$ cat config.mk
export PLATFORM = sky130hd
export DESIGN_NAME = prog_loader
export DESIGN_NICKNAME = d
export VERILOG_FILES = /design/src/rtl/prog_loader.sv
export SDC_FILE = /design/constraint.sdc
export NUM_CORES = 1
export LEC_CHECK = 0
export ABC_AREA = 0
export BUFFER_PORTS_ARGS = -buffer_cell sky130_fd_sc_hd__buf_2
export CAP_MARGIN = 20
export CORE_MARGIN = 5
export CORE_UTILIZATION = 30
export CTS_CLUSTER_DIAMETER = 200
export CTS_CLUSTER_SIZE = 30
export DETAILED_ROUTE_END_ITERATION = 8
export GPL_ROUTABILITY_DRIVEN = 1
export GPL_TIMING_DRIVEN = 0
export SLEW_MARGIN = 20
export SYNTH_ARGS = -nofsm -noshare
export SYNTH_HDL_FRONTEND = slang
export SYNTH_SLANG_ARGS = --single-unit
$ cat constraint.sdc
create_clock -name i_clk -period 3.31 [get_ports i_clk]
set_clock_uncertainty 0.1 [all_clocks]
set_input_delay 0.662 -clock i_clk [delete_from_list [all_inputs] [get_ports i_clk]]
set_output_delay 0.662 -clock i_clk [all_outputs]
set_load 0.01 [all_outputs]
$ cat src/rtl/prog_loader.sv
`default_nettype none
// ============================================================================
// Module   : prog_loader
// Purpose  : Loads a program into the CPU's instruction memory from a framed
//            byte stream, then starts the CPU.
//            The frame is: 0xA5, count N, then 2N data bytes (MSB first per
//            word), then a checksum byte. N=0 means 2^ADDR_W words. The
//            checksum is the 8-bit sum of the data bytes.
//            A good frame gives a one-cycle CPU reset pulse and then sets ON.
//            A bad frame sets a sticky error.
// Ports    : i_clk, i_rst_n             clock, async active-low reset
//            i_byte/i_byte_valid/o_byte_ready   byte stream handshake
//            o_instr_addr/o_instr/o_we  instruction-memory write port
//            o_cpu_on, o_cpu_rst        CPU run enable, CPU reset pulse
//            o_busy, o_err, o_words_loaded      frame status
// Revision : 1.0  initial release
// ============================================================================
module prog_loader #(
  parameter int ADDR_W = 8,
  parameter int DATA_W = 16
) (
  input  logic              i_clk,
  input  logic              i_rst_n,
  input  logic [7:0]        i_byte,
  input  logic              i_byte_valid,
  output logic              o_byte_ready,
  output logic [ADDR_W-1:0] o_instr_addr,
  output logic [DATA_W-1:0] o_instr,
  output logic              o_we,
  output logic              o_cpu_on,
  output logic              o_cpu_rst,
  output logic              o_busy,
  output logic              o_err,
  output logic [ADDR_W:0]   o_words_loaded
);

  localparam logic [7:0] c_HEADER = 8'hA5;

  typedef enum logic [2:0] {
    S_IDLE  = 3'd0,
    S_COUNT = 3'd1,
    S_HI    = 3'd2,
    S_LO    = 3'd3,
    S_CHK   = 3'd4,
    S_BOOT  = 3'd5,
    S_RUN   = 3'd6
  } state_t;

  state_t              r_state;
  state_t              w_state_next;
  logic                r_ready_en;
  logic [ADDR_W-1:0]   r_count;
  logic [ADDR_W-1:0]   r_addr;
  logic [ADDR_W:0]     r_words;
  logic [7:0]          r_hi;
  logic [7:0]          r_sum;
  logic [DATA_W-1:0]   r_instr;
  logic                r_we;
  logic                r_cpu_on;
  logic                r_cpu_rst;
  logic                r_busy;
  logic                r_err;
  logic [ADDR_W:0]     r_words_loaded;

  logic                w_accept;
  logic                w_is_hdr;
  logic [ADDR_W:0]     w_n_full;
  logic [ADDR_W:0]     w_words_inc;
  logic [7:0]          w_sum_next;

  // Ready is held low while in reset and during the single BOOT cycle.
  assign o_byte_ready = r_ready_en && (r_state != S_BOOT);

  assign w_accept    = i_byte_valid && o_byte_ready;
  assign w_is_hdr    = (i_byte == c_HEADER);
  // A count of zero stands for a full memory of 2^ADDR_W words.
  assign w_n_full    = {(r_count == '0), r_count};
  assign w_words_inc = r_words + 1'b1;
  assign w_sum_next  = r_sum + i_byte;

  // --------------------------------------------------------------------------
  // State register
  // --------------------------------------------------------------------------
  always_ff @(posedge i_clk or negedge i_rst_n) begin
    if (!i_rst_n) begin
      r_state <= S_IDLE;
    end else begin
      r_state <= w_state_next;
    end
  end

  // --------------------------------------------------------------------------
  // Next-state logic
  // --------------------------------------------------------------------------
  always_comb begin
    w_state_next = r_state;
    case (r_state)
      S_IDLE:  if (w_accept && w_is_hdr) w_state_next = S_COUNT;
      S_COUNT: if (w_accept) w_state_next = S_HI;
      S_HI:    if (w_accept) w_state_next = S_LO;
      S_LO:    if (w_accept) w_state_next = (w_words_inc == w_n_full) ? S_CHK : S_HI;
      S_CHK:   if (w_accept) w_state_next = (i_byte == r_sum) ? S_BOOT : S_IDLE;
      S_BOOT:  w_state_next = S_RUN;
      S_RUN:   if (w_accept && w_is_hdr) w_state_next = S_COUNT;
      default: w_state_next = S_IDLE;
    endcase
  end

  // --------------------------------------------------------------------------
  // Datapath and registered outputs
  // --------------------------------------------------------------------------
  always_ff @(posedge i_clk or negedge i_rst_n) begin
    if (!i_rst_n) begin
      r_ready_en     <= 1'b0;
      r_count        <= '0;
      r_addr         <= '0;
      r_words        <= '0;
      r_hi           <= '0;
      r_sum          <= '0;
      r_instr        <= '0;
      r_we           <= 1'b0;
      r_cpu_on       <= 1'b0;
      r_cpu_rst      <= 1'b0;
      r_busy         <= 1'b0;
      r_err          <= 1'b0;
      r_words_loaded <= '0;
    end else begin
      r_ready_en <= 1'b1;
      r_we       <= 1'b0;
      r_cpu_rst  <= 1'b0;

      // The address advances on the cycle after the write pulse. This keeps
      // o_instr_addr equal to the slot being written while o_we is high.
      if (r_we) begin
        r_addr <= r_addr + 1'b1;
      end

      case (r_state)
        S_IDLE, S_RUN: begin
          if (w_accept && w_is_hdr) begin
            r_err    <= 1'b0;
            r_addr   <= '0;
            r_words  <= '0;
            r_sum    <= '0;
            r_busy   <= 1'b1;
            r_cpu_on <= 1'b0;
          end
        end
        S_COUNT: begin
          if (w_accept) r_count <= ADDR_W'(i_byte);
        end
        S_HI: begin
          if (w_accept) begin
            r_hi  <= i_byte;
            r_sum <= w_sum_next;
          end
        end
        S_LO: begin
          if (w_accept) begin
            r_sum   <= w_sum_next;
            r_instr <= DATA_W'({r_hi, i_byte});
            r_we    <= 1'b1;
            r_words <= w_words_inc;
          end
        end
        S_CHK: begin
          if (w_accept) begin
            r_words_loaded <= w_n_full;
            r_busy         <= 1'b0;
            if (i_byte == r_sum) r_cpu_rst <= 1'b1;
            else                 r_err     <= 1'b1;
          end
        end
        S_BOOT: begin
          r_cpu_on <= 1'b1;
        end
        default: ;
      endcase
    end
  end

  assign o_instr_addr   = r_addr;
  assign o_instr        = r_instr;
  assign o_we           = r_we;
  assign o_cpu_on       = r_cpu_on;
  assign o_cpu_rst      = r_cpu_rst;
  assign o_busy         = r_busy;
  assign o_err          = r_err;
  assign o_words_loaded = r_words_loaded;

endmodule
`default_nettype wire

# --- After elaboration in Yosys (flattened, before gate mapping) ---
# Cells that the tools add are included.
# W data, S select, Z words.
word_totals:
  register_bits: 75
  inputBits: 11
  output_inout_bits: 39
op_classes:
  n_addsub: 3
  n_eq_ne: 17
  mux: 30
  reduce_logical: 21
op_table:
  columns: ["op", "count"]
  rows:
  - ["$mux W8", 5]
  - ["$mux W3", 7]
  - ["$mux W9", 2]
  - ["$pmux W3 S6", 1]
  - ["$pmux W9 S2", 1]
  - ["$pmux W8 S2", 1]
  - ["$mux W1", 10]
  - ["$ne A2 B2 Y1 const B", 5]
  - ["$reduce_and A2 Y1", 5]
  - ["$add A9 B1 Y9 const B", 1]
  - ["$eq A3 B3 Y1 const B", 3]
  - ["$eq A9 B9 Y1", 1]
  - ["$reduce_and A3 Y1", 3]
  - ["$add A8 B1 Y8 const B", 1]
  - ["$add A8 B8 Y8", 1]
  - ["$eq A8 B8 Y1", 1]
  - ["$eq A8 B8 Y1 const B", 1]
  - ["$logic_not A8 Y1", 1]
  - ["$reduce_bool A2 Y1", 4]
  - ["$eq A3 B2 Y1 const B", 2]
  - ["$pmux W1 S2", 3]
  - ["$reduce_and A5 Y1", 1]
  - ["$ne A2 B1 Y1 const B", 2]
  - ["$reduce_and A4 Y1", 1]
  - ["5 further kinds", 8]

# --- Logic depth before layout (Yosys ltp) ---
# Gate-level depths: netlist of run 1.
logic_depth:
  word_depth: 6
  mapped_depth: 10
  depth_no_buf: 9

# --- Worst setup path before layout of run 1 ---
# No wires, ideal clock.
synth_path:
  kind: "input port to flip-flop"
  startpoint: "in i_byte[2]"
  endpoint: "reg r_sum[6]"
  setup_time_ns: 0.122
  arrival_time_ns: 2.092
  required_ns: 3.088
  path_slack_ns: 0.996
  path_stages: 7
  path_cell_list: "ha_1 > nor2b_1 > o21ai_1 > a21boi_0 > o21a_1 > or3_1 > a32o_1"
synth_between:
  elab_chain_cells: 4
  word_cells_on_any_way: 7
synth_lines:
  columns: ["element", "line_no", "rtl"]
  rows:
  - ["start: declaration", "24", "input logic [7:0] i_byte,"]
  - ["branches (longest 4 deep; another with $add A8 B8 Y8)", null, null]
  - ["end signal: assignment", "155", "r_sum <= w_sum_next;"]
  - ["end signal: assignment", "160", "r_sum <= w_sum_next;"]
  - ["end: declaration", "56", "logic [7:0] r_sum;"]
# Parallel ways; which one is timed is not known. The select of a mux whose other input is x is not followed.
# A chain may end at the register's enable or synchronous reset.

# --- Worst setup path after layout of run 1 ---
layout_path:
  startpoint: "in i_byte[0]"
  endpoint: "reg r_sum[6]"
# The elaborated chain is that of the path after synthesis.

==> out/summary.log, run 1 <==
INFO  placed_design  numPortBuffers=49
INFO  floorplanning  ioPinCount=50
INFO  cts            cts-root-to-sink-buffers=2
INFO  cts            numClockSinks=75
INFO  yosys          combinational_family_with_the_most_area_after_synthesis=simple AND/OR/NAND/NOR gates
INFO  yosys          synthAdderAreaFrac=3.548%
INFO  sta            timing_max_transition_violations_final=0
INFO  power          p_clk_share=33.8%
INFO  sta            post-route-min-period=2.344ns
INFO  sta            whs=0.1448ns
INFO  power          cellPowerDensity=708.4nW/um^2
INFO  yosys          synth_top_cells_by_area=dfrtp_1 50%, nand2_1 7.2%, mux2_2 5.1%, ha_1 3.0%, xnor2_1 2.8%
INFO  sta            finalSetupViolations=0
INFO  setup_path     crit_type=input pin to register
INFO  yosys          synth_most_common_cell=dfrtp_1
INFO  power          share_seq_of_total_power=40.2%
INFO  global_routing grt_util_all_layers=12.38%
INFO  power          power.leakage=0.002141uW
INFO  sta            setup_tns=0ns
INFO  yosys          synthDominantAreaCellType=dfrtp_1
INFO  sta            final_hold_viol_count=0
INFO  floorplanning  core_area=12,110um^2
INFO  detailed_routing drt_first_iter_violations=223
INFO  setup_path     worstPathArrival=2.46ns
INFO  cts            cts_tree=done
INFO  worst_hold_path min_path_type=input pin to asynchronous set/reset pin
INFO  job            max_cap_viol_count=0
INFO  global_routing grt_start_max_net_pins=51
INFO  yosys          postSynthNetCount=383
INFO  detailed_routing drt_wl_total=8615um
INFO  yosys          syn_inst=362
INFO  detailed_routing drc=0
INFO  global_routing vias_in_the_first_global_route=2,823
INFO  yosys          synth_area_per_cell=10.33um^2
INFO  yosys          sequential_area_share_after_synthesis=50.20%
INFO  placed_design  dpl.hpwl=6285um
INFO  sta            final.period_utilization=70.82%
INFO  floorplanning  initial_core_util=30.87%
INFO  layout         fill_cells=1,247
INFO  yosys          yosys.area.top_type_share=50.20%
INFO  setup_path     critical_path.top_delay_family=compound AO/OA/AOI/OAI gates
INFO  detailed_routing drt_pass1_iterations=4
INFO  cts            postCtsSetupBuffers=0
INFO  power          netSwitchingFraction=31.52%
INFO  floorplanning  die_w=121.6um
INFO  yosys          synth.cells.most_frequent=75 x dfrtp_1, 72 x nand2_1, 23 x nor2_1
INFO  yosys          async_reset_ff_share=100.0%
INFO  floorplanning  design.die.area=14,800um^2
INFO  setup_path     critPathBufInv=2
INFO  floorplanning  fp-row-count=40
INFO  setup_path     worstPathRequired=3.43ns
INFO  yosys          synthesized_area_fraction_occupied_by_ao_oa_aoi_and_oai_cells=9.471%
INFO  yosys          synth-simple-area-share=19.21%
INFO  placed_design  routabilityCongestion=0.8500
INFO  detailed_routing drt-wirelength-per-cell=14.45um
INFO  run_status     run_status=completed
INFO  sta            final.setup.worst_slack=0.9657ns
INFO  power          power.ir.vdd_worst=312.3uV
INFO  setup_path     startpoint_type=input pin
INFO  yosys          distinct_cell_type_count_after_synthesis=59
INFO  setup_path     critical_path.slowest_cell=fa_1
INFO  setup_path     cp-end-kind=register
INFO  power          fraction_of_power_consumed_by_combinational_cells=26.0%
INFO  yosys          synth-edff-count=0
INFO  cts            cts-root-buf=clkbuf_16
INFO  floorplanning  die_h=121.6um
INFO  cts            tritoncts.num_buffers=9
INFO  power          p_switching=1018uW
INFO  setup_path     critPathMaxFanout=5
INFO  cts            post_cts.resized_instances=0
INFO  cts            cts.reportedPaths.clkPinSlew=0.06ns
INFO  yosys          synthesized_area_fraction_occupied_by_xor_and_xnor_cells=5.388%
INFO  layout         drive_gt1_share=26.64%
INFO  cts            postCtsHoldBufs=0
INFO  yosys          synth_mux_area_share=8.333%
INFO  global_routing grt_antenna_before_repair=0
INFO  global_routing grt_remaining_overflow=0
INFO  detailed_routing post_drt_via_cell_ratio=4.767
INFO  yosys          synth.cell_area=3739um^2
INFO  setup_path     critPathMaxStageDelay=0.39ns
INFO  sta            fmax=426.6MHz
INFO  sta            rsz0062_at_grt=no
INFO  layout         antenna_cells=0
INFO  layout         syn_to_final_growth=21.92%
INFO  global_routing global_route_wire_length_before_repair=14,660um
INFO  yosys          yosysWarnings=0
INFO  yosys          postSynthRegisterBits=75
INFO  cts            h-tree-depth=3
INFO  cts            clkLatencyLatePin=0.33ns
INFO  setup_path     critical_path.cell_chain=buf_2 -> ha_1 -> inv_1 -> fa_1 -> nor2b_1 -> o21ai_1 -> a21boi_0 -> o21a_1 -> o21ai_0 -> a32o_1
INFO  power          internal_power=2211uW
INFO  layout         final_net_count=444
INFO  placed_design  post-place-ws=0.6415ns
INFO  yosys          dominantRegCellSynth=dfrtp_1
INFO  detailed_routing detail-route-antenna-nets=0
INFO  detailed_routing via_count=2,841
-- stage by stage --
stage          utilization, %  cell area [um^2]  std cells  total power (uW)
2_1_floorplan               -              3739        362              1871
3_3_place_gp            34.63              4194        579              2134
3_5_place_dp            34.88              4224        580              2164
4_1_cts                 37.63              4558        596              3266
5_1_grt                 37.63              4558        596              3447
6_report                37.63              4558        596              3229
-- area by class of cell --
cell class	count	area [um^2]	share of cell area, %
plain buffers	12	93.84	2.059
clock buffers	10	239.0	5.243
clock inverters	6	95.09	2.086
inverters	11	46.29	1.016
multi-input cells	264	1722	37.77
flip-flops and latches	75	1877	41.17
well taps	168	210.2	4.612
repair buffers	50	275.3	6.039
-- state kept, by name (all words and copies together), names as in the netlist --
name	cells
o_cpu_on	1
r_hi	8
o_busy	1
r_ready_en	1
o_instr	16
o_we	1
o_instr_addr	8
o_words_loaded	9
r_words	9
r_count	8
o_cpu_rst	1
r_state	3
r_sum	8
o_err	1
-- path summary, 6_finish.rpt --
path	startpoint	to	slack, ns	cells past startpoint
hold / removal	i_rst_n	r_ready_en	0.14	1
setup / recovery	i_byte[0]	r_sum[6]	0.97	10
hold reg to reg	r_hi[6]	o_instr[14]	0.37	2
max in group asynchronous	i_rst_n	o_instr[2]	2.41	2
setup reg to reg	r_sum[0]	r_sum[6]	1.10	9
min in group i_clk	r_hi[6]	o_instr[14]	0.37	2
-- metal layers --
| layer | global-route usage [%] | vias up | wire length [um] |
|---|---|---|---|
| li1 | - | 1372 | - |
| met1 | 16.23 | 1399 | 3950 |
| met2 | 20.45 | 59 | 4192 |
| met3 | 3.064 | 11 | 368 |
| met4 | 3.291 | 0 | 104 |
| met5 | 0 | - | 0 |
-- power by group through the flow --
stage               registers (uW)  clock network (uW)  logic (uW)
detailed placement            1320                   0         848
CTS                           1300                1110         855
finish                        1300                1090         840
global route                  1330                1160         953
floorplan                     1350                   0         523
global placement              1310                   0         829
-- cells in the final DEF, fill, tap and decap left out, drive strengths merged, types with 8 or more instances in the layout --
master / n
ha: 9
buf: 62
nand2: 73
nor2: 25
o21ai: 31
nand3: 8
mux2: 23
inv: 14
clkbuf: 10
xnor2: 12
xor2: 11
dfrtp: 75
-- cells by family (layout without fill, tap and decap cells) --
group / Yosys count / count (layout)
mux: 26 / 26
buf+inv: 23 / 89
simple gates: 147 / 147
fa+ha+maj: 10 / 10
other cells: 1 / 1
xor+xnor: 23 / 23
flops: 75 / 75
compound gates: 57 / 57
No activity file was read; power rests on OpenSTA's default activity.
==> run 2, diff against run 1 <==
==> constraint.sdc (replaced) <==
create_clock -name i_clk -period 2.5 [get_ports i_clk]
set_clock_uncertainty 0.1 [all_clocks]
set_input_delay 0.5 -clock i_clk [delete_from_list [all_inputs] [get_ports i_clk]]
set_output_delay 0.5 -clock i_clk [all_outputs]
set_load 0.01 [all_outputs]
==> out/summary.log, run 2 (synthesized netlist as in run 1, its figures left out) <==
INFO  run_status     run_status=completed
INFO  floorplanning  ioPinCount=50 [unchanged]
INFO  floorplanning  core_area=12,110um^2 [unchanged]
INFO  detailed_routing drt_pass1_iterations=4 [unchanged]
INFO  global_routing grt_start_max_net_pins=51 [unchanged]
INFO  floorplanning  die_w=121.6um [unchanged]
INFO  power          share_seq_of_total_power=40.2% [about the same]
INFO  cts            cts-root-buf=clkbuf_16
INFO  power          p_clk_share=33.7% [about the same]
INFO  detailed_routing detail-route-antenna-nets=0 [unchanged]
INFO  setup_path     critical_path.cell_chain=ha_1 -> inv_1 -> fa_1 -> nor2b_1 -> o21ai_1 -> a21boi_0 -> o21a_1 -> o21ai_0 -> a32o_1
INFO  sta            final_hold_viol_count=0 [unchanged]
INFO  global_routing global_route_wire_length_before_repair=14,670um [about the same]
INFO  sta            timing_max_transition_violations_final=0 [unchanged]
INFO  global_routing grt_remaining_overflow=0 [unchanged]
INFO  cts            postCtsSetupBuffers=0 [unchanged]
INFO  power          netSwitchingFraction=31.48% [-0.040 points]
INFO  placed_design  post-place-ws=-0.006460ns [-0.6480 ns]
INFO  floorplanning  initial_core_util=30.87% [unchanged]
INFO  sta            post-route-min-period=2.215ns
INFO  power          power.ir.vdd_worst=414.2uV [+33%]
INFO  sta            finalSetupViolations=0 [unchanged]
INFO  sta            final.setup.worst_slack=0.2849ns [-0.6808 ns]
INFO  setup_path     worstPathRequired=2.62ns [-0.81 ns]
INFO  power          fraction_of_power_consumed_by_combinational_cells=26.0% [about the same]
INFO  sta            fmax=451.4MHz
INFO  setup_path     critical_path.top_delay_family=compound AO/OA/AOI/OAI gates
INFO  power          p_switching=1345uW [+32%]
INFO  setup_path     reg2regPathDepth=9 [unchanged]
INFO  job            max_cap_viol_count=0 [unchanged]
INFO  worst_hold_path hold-path-cell-count=3
INFO  floorplanning  die_h=121.6um [unchanged]
INFO  layout         syn_to_final_growth=22.19%
INFO  setup_path     critical_path_cell_count=9 [-1]
INFO  layout         layout.cells.most_common_list=75 x dfrtp_1, 72 x nand2_1, 54 x buf_2, 23 x nor2_1, 20 x o21ai_0
INFO  floorplanning  design.die.area=14,800um^2 [unchanged]
INFO  detailed_routing post_drt_via_cell_ratio=4.754 [-0.27%]
INFO  layout         layout_commonest_cell=dfrtp_1
INFO  setup_path     crit_type=register to register
INFO  global_routing grt_antenna_before_repair=0 [unchanged]
INFO  placed_design  numPortBuffers=49 [unchanged]
INFO  power          internal_power=2928uW [+32%]
INFO  layout         drive_gt1_share=26.57% [-0.062 points]
INFO  detailed_routing drc=0 [unchanged]
INFO  cts            clkLatencyLatePin=0.33ns [about the same]
INFO  worst_hold_path min_path_type=input pin to register
INFO  layout         antenna_cells=0 [unchanged]
INFO  floorplanning  fp-row-count=40 [unchanged]
INFO  setup_path     critical_path.slowest_cell=fa_1
INFO  detailed_routing via_count=2,838 [-0.11%]
INFO  setup_path     critPathMaxFanout=2 [-3]
INFO  cts            h-tree-depth=3 [unchanged]
INFO  setup_path     cp-end-kind=register
INFO  layout         max_ffs_per_register=16 [unchanged]
INFO  global_routing vias_in_the_first_global_route=2,829 [+0.21%]
INFO  detailed_routing drt-wirelength-per-cell=14.40um [-0.36%]
INFO  setup_path     worstPathArrival=2.34ns [-0.12 ns]
INFO  cts            tritoncts.num_buffers=9 [unchanged]
INFO  sta            final.period_utilization=88.60%
INFO  layout         final_net_count=445 [+0.23%]
INFO  cts            cts.reportedPaths.clkPinSlew=0.06ns [about the same]
INFO  sta            rsz0062_at_grt=no
INFO  power          cellPowerDensity=935.6nW/um^2 [+32%]
INFO  sta            setup_tns=0ns [unchanged]
INFO  placed_design  routabilityCongestion=0.8500 [unchanged]
INFO  setup_path     critPathMaxStageDelay=0.39ns [about the same]
INFO  global_routing grt_util_all_layers=12.38% [unchanged]
INFO  cts            cts-root-to-sink-buffers=2 [unchanged]
INFO  detailed_routing drt_first_iter_violations=215 [-3.6%]
INFO  cts            cts_tree=done
INFO  power          power.leakage=0.002145uW [+0.19%]
INFO  setup_path     startpoint_type=register
INFO  setup_path     critPathBufInv=1 [-1]
INFO  placed_design  dpl.hpwl=6285um [unchanged]
INFO  detailed_routing drt_wl_total=8598um [-0.20%]
INFO  cts            numClockSinks=75 [unchanged]
run 2: repair_timing:
item | CTS | global route
gates resized for setup | 0 | 0
hold buffers | 1 | 0
hold endpoints to repair | 15 | 0
run 2: worst reg2reg max path: stages (launching register included):
cell and delay [ns]:
dfrtp_1 0.36, ha_1 0.18, inv_1 0.06, fa_1 0.39
nor2b_1 0.15, o21ai_1 0.09, a21boi_0 0.28, o21a_1 0.16
o21ai_0 0.07, a32o_1 0.26
run 2: final timing paths:
path | from | slack, ns | endpoint
min reg2reg | r_hi[6] | 0.37 | o_instr[14]
min in group asynchronous | i_rst_n | 0.54 | r_ready_en
min | i_byte[0] | 0.35 | o_instr[0]
max | r_sum[0] | 0.28 | r_sum[6]
max in group asynchronous | i_rst_n | 1.21 | o_words_loaded[4]
max reg2reg | r_sum[0] | 0.28 | r_sum[6]
run 2: cell type report:
cell class,count,area (um^2)
multi-input cells,264,1722
flip-flops and latches,75,1877
fillers,1249,7543
clock buffers,10,239.0
plain buffers,12,93.84
inverters,11,46.29
well taps,168,210.2
repair buffers,51,285.3
clock inverters,6,95.09
run 2: routing by layer:
layer / up-vias / track usage, % / wire length (um)
met5: - / 0 / 0
met4: 0 / 3.291 / 104
met3: 11 / 3.064 / 393
met2: 59 / 20.45 / 4167
met1: 1395 / 16.23 / 3932
li1: 1373 / - / -
run 2: power by group through the flow:
stage | combinational, uW | clock [uW] | sequential [uW]
after global routing | 1260 | 1540 | 1770
final | 1110 | 1440 | 1720
after detailed placement | 1120 | 0 | 1740
after global placement | 1100 | 0 | 1730
after floorplan | 693 | 0 | 1780
after CTS | 1130 | 1470 | 1720
run 2: per-stage QoR:
stage                     cell area [um^2]  std cells  utilization, %  hold WS (ns)  total power, uW
after CTS                             4568        597           37.72        0.3411             4326
final                                 4568        597           37.72        0.3497             4274
after detailed placement              4224        580           34.88        0.3505             2866
after global placement                4194        579           34.63        0.3516             2826
after global routing                  4568        597           37.72        0.3524             4565
after floorplan                       3739        362               -        0.1044             2477
==> run 3, diff against run 2 <==
--- a/config.mk
+++ b/config.mk
@@ -8,6 +8,8 @@
 export ABC_AREA = 0
 export BUFFER_PORTS_ARGS = -buffer_cell sky130_fd_sc_hd__buf_2
 export CAP_MARGIN = 20
+export CELL_PAD_IN_SITES_DETAIL_PLACEMENT = 1
+export CELL_PAD_IN_SITES_GLOBAL_PLACEMENT = 1
 export CORE_MARGIN = 5
 export CORE_UTILIZATION = 30
 export CTS_CLUSTER_DIAMETER = 200
@@ -15,6 +17,7 @@
 export DETAILED_ROUTE_END_ITERATION = 8
 export GPL_ROUTABILITY_DRIVEN = 1
 export GPL_TIMING_DRIVEN = 0
+export PLACE_DENSITY_LB_ADDON = 0.1
 export SLEW_MARGIN = 20
 export SYNTH_ARGS = -nofsm -noshare
 export SYNTH_HDL_FRONTEND = slang
==> constraint.sdc (replaced) <==
create_clock -name i_clk -period 2.55 [get_ports i_clk]
set_clock_uncertainty 0.1 [all_clocks]
set_input_delay 0.51 -clock i_clk [delete_from_list [all_inputs] [get_ports i_clk]]
set_output_delay 0.51 -clock i_clk [all_outputs]
set_load 0.01 [all_outputs]
==> out/summary.log, run 3 (synthesized netlist as in run 1, its figures left out) <==
INFO  run_status     run_status=completed
INFO  power          internal_power=2684uW [-8.3%]
INFO  cts            cts-root-buf=clkbuf_16
INFO  setup_path     startpoint_type=register
INFO  detailed_routing drt_pass1_iterations=4 [unchanged]
INFO  placed_design  routabilityCongestion=0.7684 [-9.6%]
INFO  global_routing grt_remaining_overflow=0 [unchanged]
INFO  power          fraction_of_power_consumed_by_combinational_cells=27.7% [+1.7 points]
INFO  sta            final.period_utilization=86.47% [-2.1 points]
INFO  sta            rsz0062_at_grt=no
INFO  floorplanning  initial_core_util=30.87% [unchanged]
INFO  setup_path     worstPathRequired=2.68ns [+0.06 ns]
INFO  layout         syn_to_final_growth=20.52%
INFO  sta            setup_tns=0ns [unchanged]
INFO  setup_path     crit_type=register to register
INFO  cts            numClockSinks=75 [unchanged]
INFO  power          p_clk_share=30.1% [-3.6 points]
INFO  global_routing grt_start_max_net_pins=46 [-9.8%]
INFO  floorplanning  core_area=12,110um^2 [unchanged]
INFO  floorplanning  design.die.area=14,800um^2 [unchanged]
INFO  power          netSwitchingFraction=32.93% [+1.5 points]
INFO  placed_design  post-place-ws=0.006619ns [+0.01308 ns]
INFO  power          p_switching=1318uW [-2.0%]
INFO  sta            final.setup.worst_slack=0.3451ns [+0.06017 ns]
INFO  placed_design  post-place-cells=580 [unchanged]
INFO  detailed_routing detail-route-antenna-nets=0 [unchanged]
INFO  global_routing global_route_wire_length_before_repair=16,220um [+11%]
INFO  power          report.power.total=4002uW [-6.4%]
INFO  cts            postCtsSetupBuffers=0 [unchanged]
INFO  cts            cts-root-to-sink-buffers=2 [unchanged]
INFO  global_routing grt_util_all_layers=14.33% [+1.9 points]
INFO  layout         layout.cells.most_common_list=75 x dfrtp_1, 72 x nand2_1, 54 x buf_2, 23 x nor2_1, 20 x o21ai_0
INFO  sta            final_hold_viol_count=0 [unchanged]
INFO  detailed_routing drt_first_iter_violations=95 [-56%]
INFO  cts            cts_tree=done
INFO  sta            post-route-min-period=2.205ns [-0.01017 ns]
INFO  power          power.ir.vdd_worst=273.4uV [-34%]
INFO  cts            cts.reportedPaths.clkPinSlew=0.06ns [about the same]
INFO  floorplanning  fp-row-count=40 [unchanged]
INFO  floorplanning  die_h=121.6um [unchanged]
INFO  global_routing grt_antenna_before_repair=0 [unchanged]
INFO  detailed_routing drt-wirelength-per-cell=16.23um [+13%]
INFO  floorplanning  die_w=121.6um [unchanged]
INFO  detailed_routing drc=0 [unchanged]
INFO  setup_path     worstPathArrival=2.33ns [about the same]
INFO  placed_design  dpl.hpwl=7054um [+12%]
INFO  cts            postCtsHoldBufs=0 [-1]
INFO  setup_path     cp-end-kind=register
INFO  setup_path     critPathMaxFanout=2 [unchanged]
INFO  cts            tritoncts.num_buffers=9 [unchanged]
INFO  sta            finalSetupViolations=0 [unchanged]
INFO  cts            h-tree-depth=3 [unchanged]
INFO  layout         layout_commonest_cell=dfrtp_1
INFO  layout         finish.cell_count_without_fillers=596 [-0.17%]
INFO  power          power.leakage=0.002111uW [-1.6%]
INFO  detailed_routing post_drt_via_cell_ratio=4.782 [+0.59%]
INFO  detailed_routing via_count=2,850 [+0.42%]
INFO  layout         drive_gt1_share=26.40% [-0.17 points]
INFO  detailed_routing drt_wl_total=9674um [+13%]
INFO  layout         max_ffs_per_register=16 [unchanged]
INFO  global_routing vias_in_the_first_global_route=2,961 [+4.7%]
INFO  layout         fill_cells=1,418 [+14%]
INFO  worst_hold_path min_path_type=input pin to asynchronous set/reset pin
INFO  layout         antenna_cells=0 [unchanged]
INFO  floorplanning  ioPinCount=50 [unchanged]
INFO  cts            clkLatencyLatePin=0.34ns [about the same]
INFO  job            max_cap_viol_count=0 [unchanged]
INFO  cts            post_cts.resized_instances=0 [unchanged]
INFO  layout         final_net_count=444 [-0.22%]
INFO  placed_design  numPortBuffers=49 [unchanged]
INFO  sta            whs=0.004518ns [-0.3452 ns]
INFO  sta            fmax=453.5MHz [+0.46%]
INFO  sta            timing_max_transition_violations_final=0 [unchanged]
INFO  power          cellPowerDensity=888.3nW/um^2 [-5.1%]
INFO  power          share_seq_of_total_power=42.3% [+2.1 points]
## run 3: layout make-up
class / count / area [um^2] / share of cell area [%]
flip-flops and latches: 75 / 1877 / 41.66
multi-input cells: 264 / 1722 / 38.21
repair buffers: 50 / 275.3 / 6.109
clock buffers: 12 / 256.5 / 5.693
well taps: 168 / 210.2 / 4.665
plain buffers: 12 / 93.84 / 2.083
inverters: 11 / 46.29 / 1.027
clock inverters: 4 / 25.02 / 0.5554
## run 3: metrics by stage
step	utilization [%]	area, um^2
floorplan	-	3739
global placement	34.63	4194
detailed placement	34.88	4224
CTS	37.20	4506
global route	37.20	4506
finish	37.20	4506
## run 3: power by group through the flow
stage	combinational [uW]	clock, uW	sequential, uW
final	1110	1200	1690
after global routing	1260	1320	1740
after CTS	1140	1250	1700
after detailed placement	1130	0	1720
after global placement	1100	0	1710
after floorplan	679	0	1750
## run 3: final timing paths
path | start | to | slack [ns] | cells after the start
min in group i_clk | i_byte[0] | o_instr[0] | 0.36 | 3
setup reg to reg | r_sum[0] | r_sum[6] | 0.35 | 9
hold / removal | i_rst_n | r_words[7] | 0.005 | 1
setup / recovery | r_sum[0] | r_sum[6] | 0.35 | 9
hold reg to reg | r_hi[3] | o_instr[11] | 0.36 | 2
max in group asynchronous | i_rst_n | o_instr[8] | 1.78 | 2
## run 3: worst max-delay path, cell delays in order (launching register included)
cell	delay, ns
dfrtp_1	0.35
ha_1	0.17
inv_1	0.06
fa_1	0.39
nor2b_1	0.14
o21ai_1	0.09
a21boi_0	0.30
o21a_1	0.17
o21ai_0	0.07
a32o_1	0.25
## run 3: routing by layer
| metal | track usage, % | part of all wire [%] | vias up | routed length [um] |
|---|---|---|---|---|
| met5 | 0 | 0 | - | 0 |
| met1 | 19.47 | 48 | 1420 | 4660 |
| met4 | 6.303 | 2.0 | 0 | 190 |
| met3 | 2.739 | 3.3 | 11 | 322 |
| li1 | - | - | 1377 | - |
| met2 | 22.21 | 47 | 42 | 4501 |
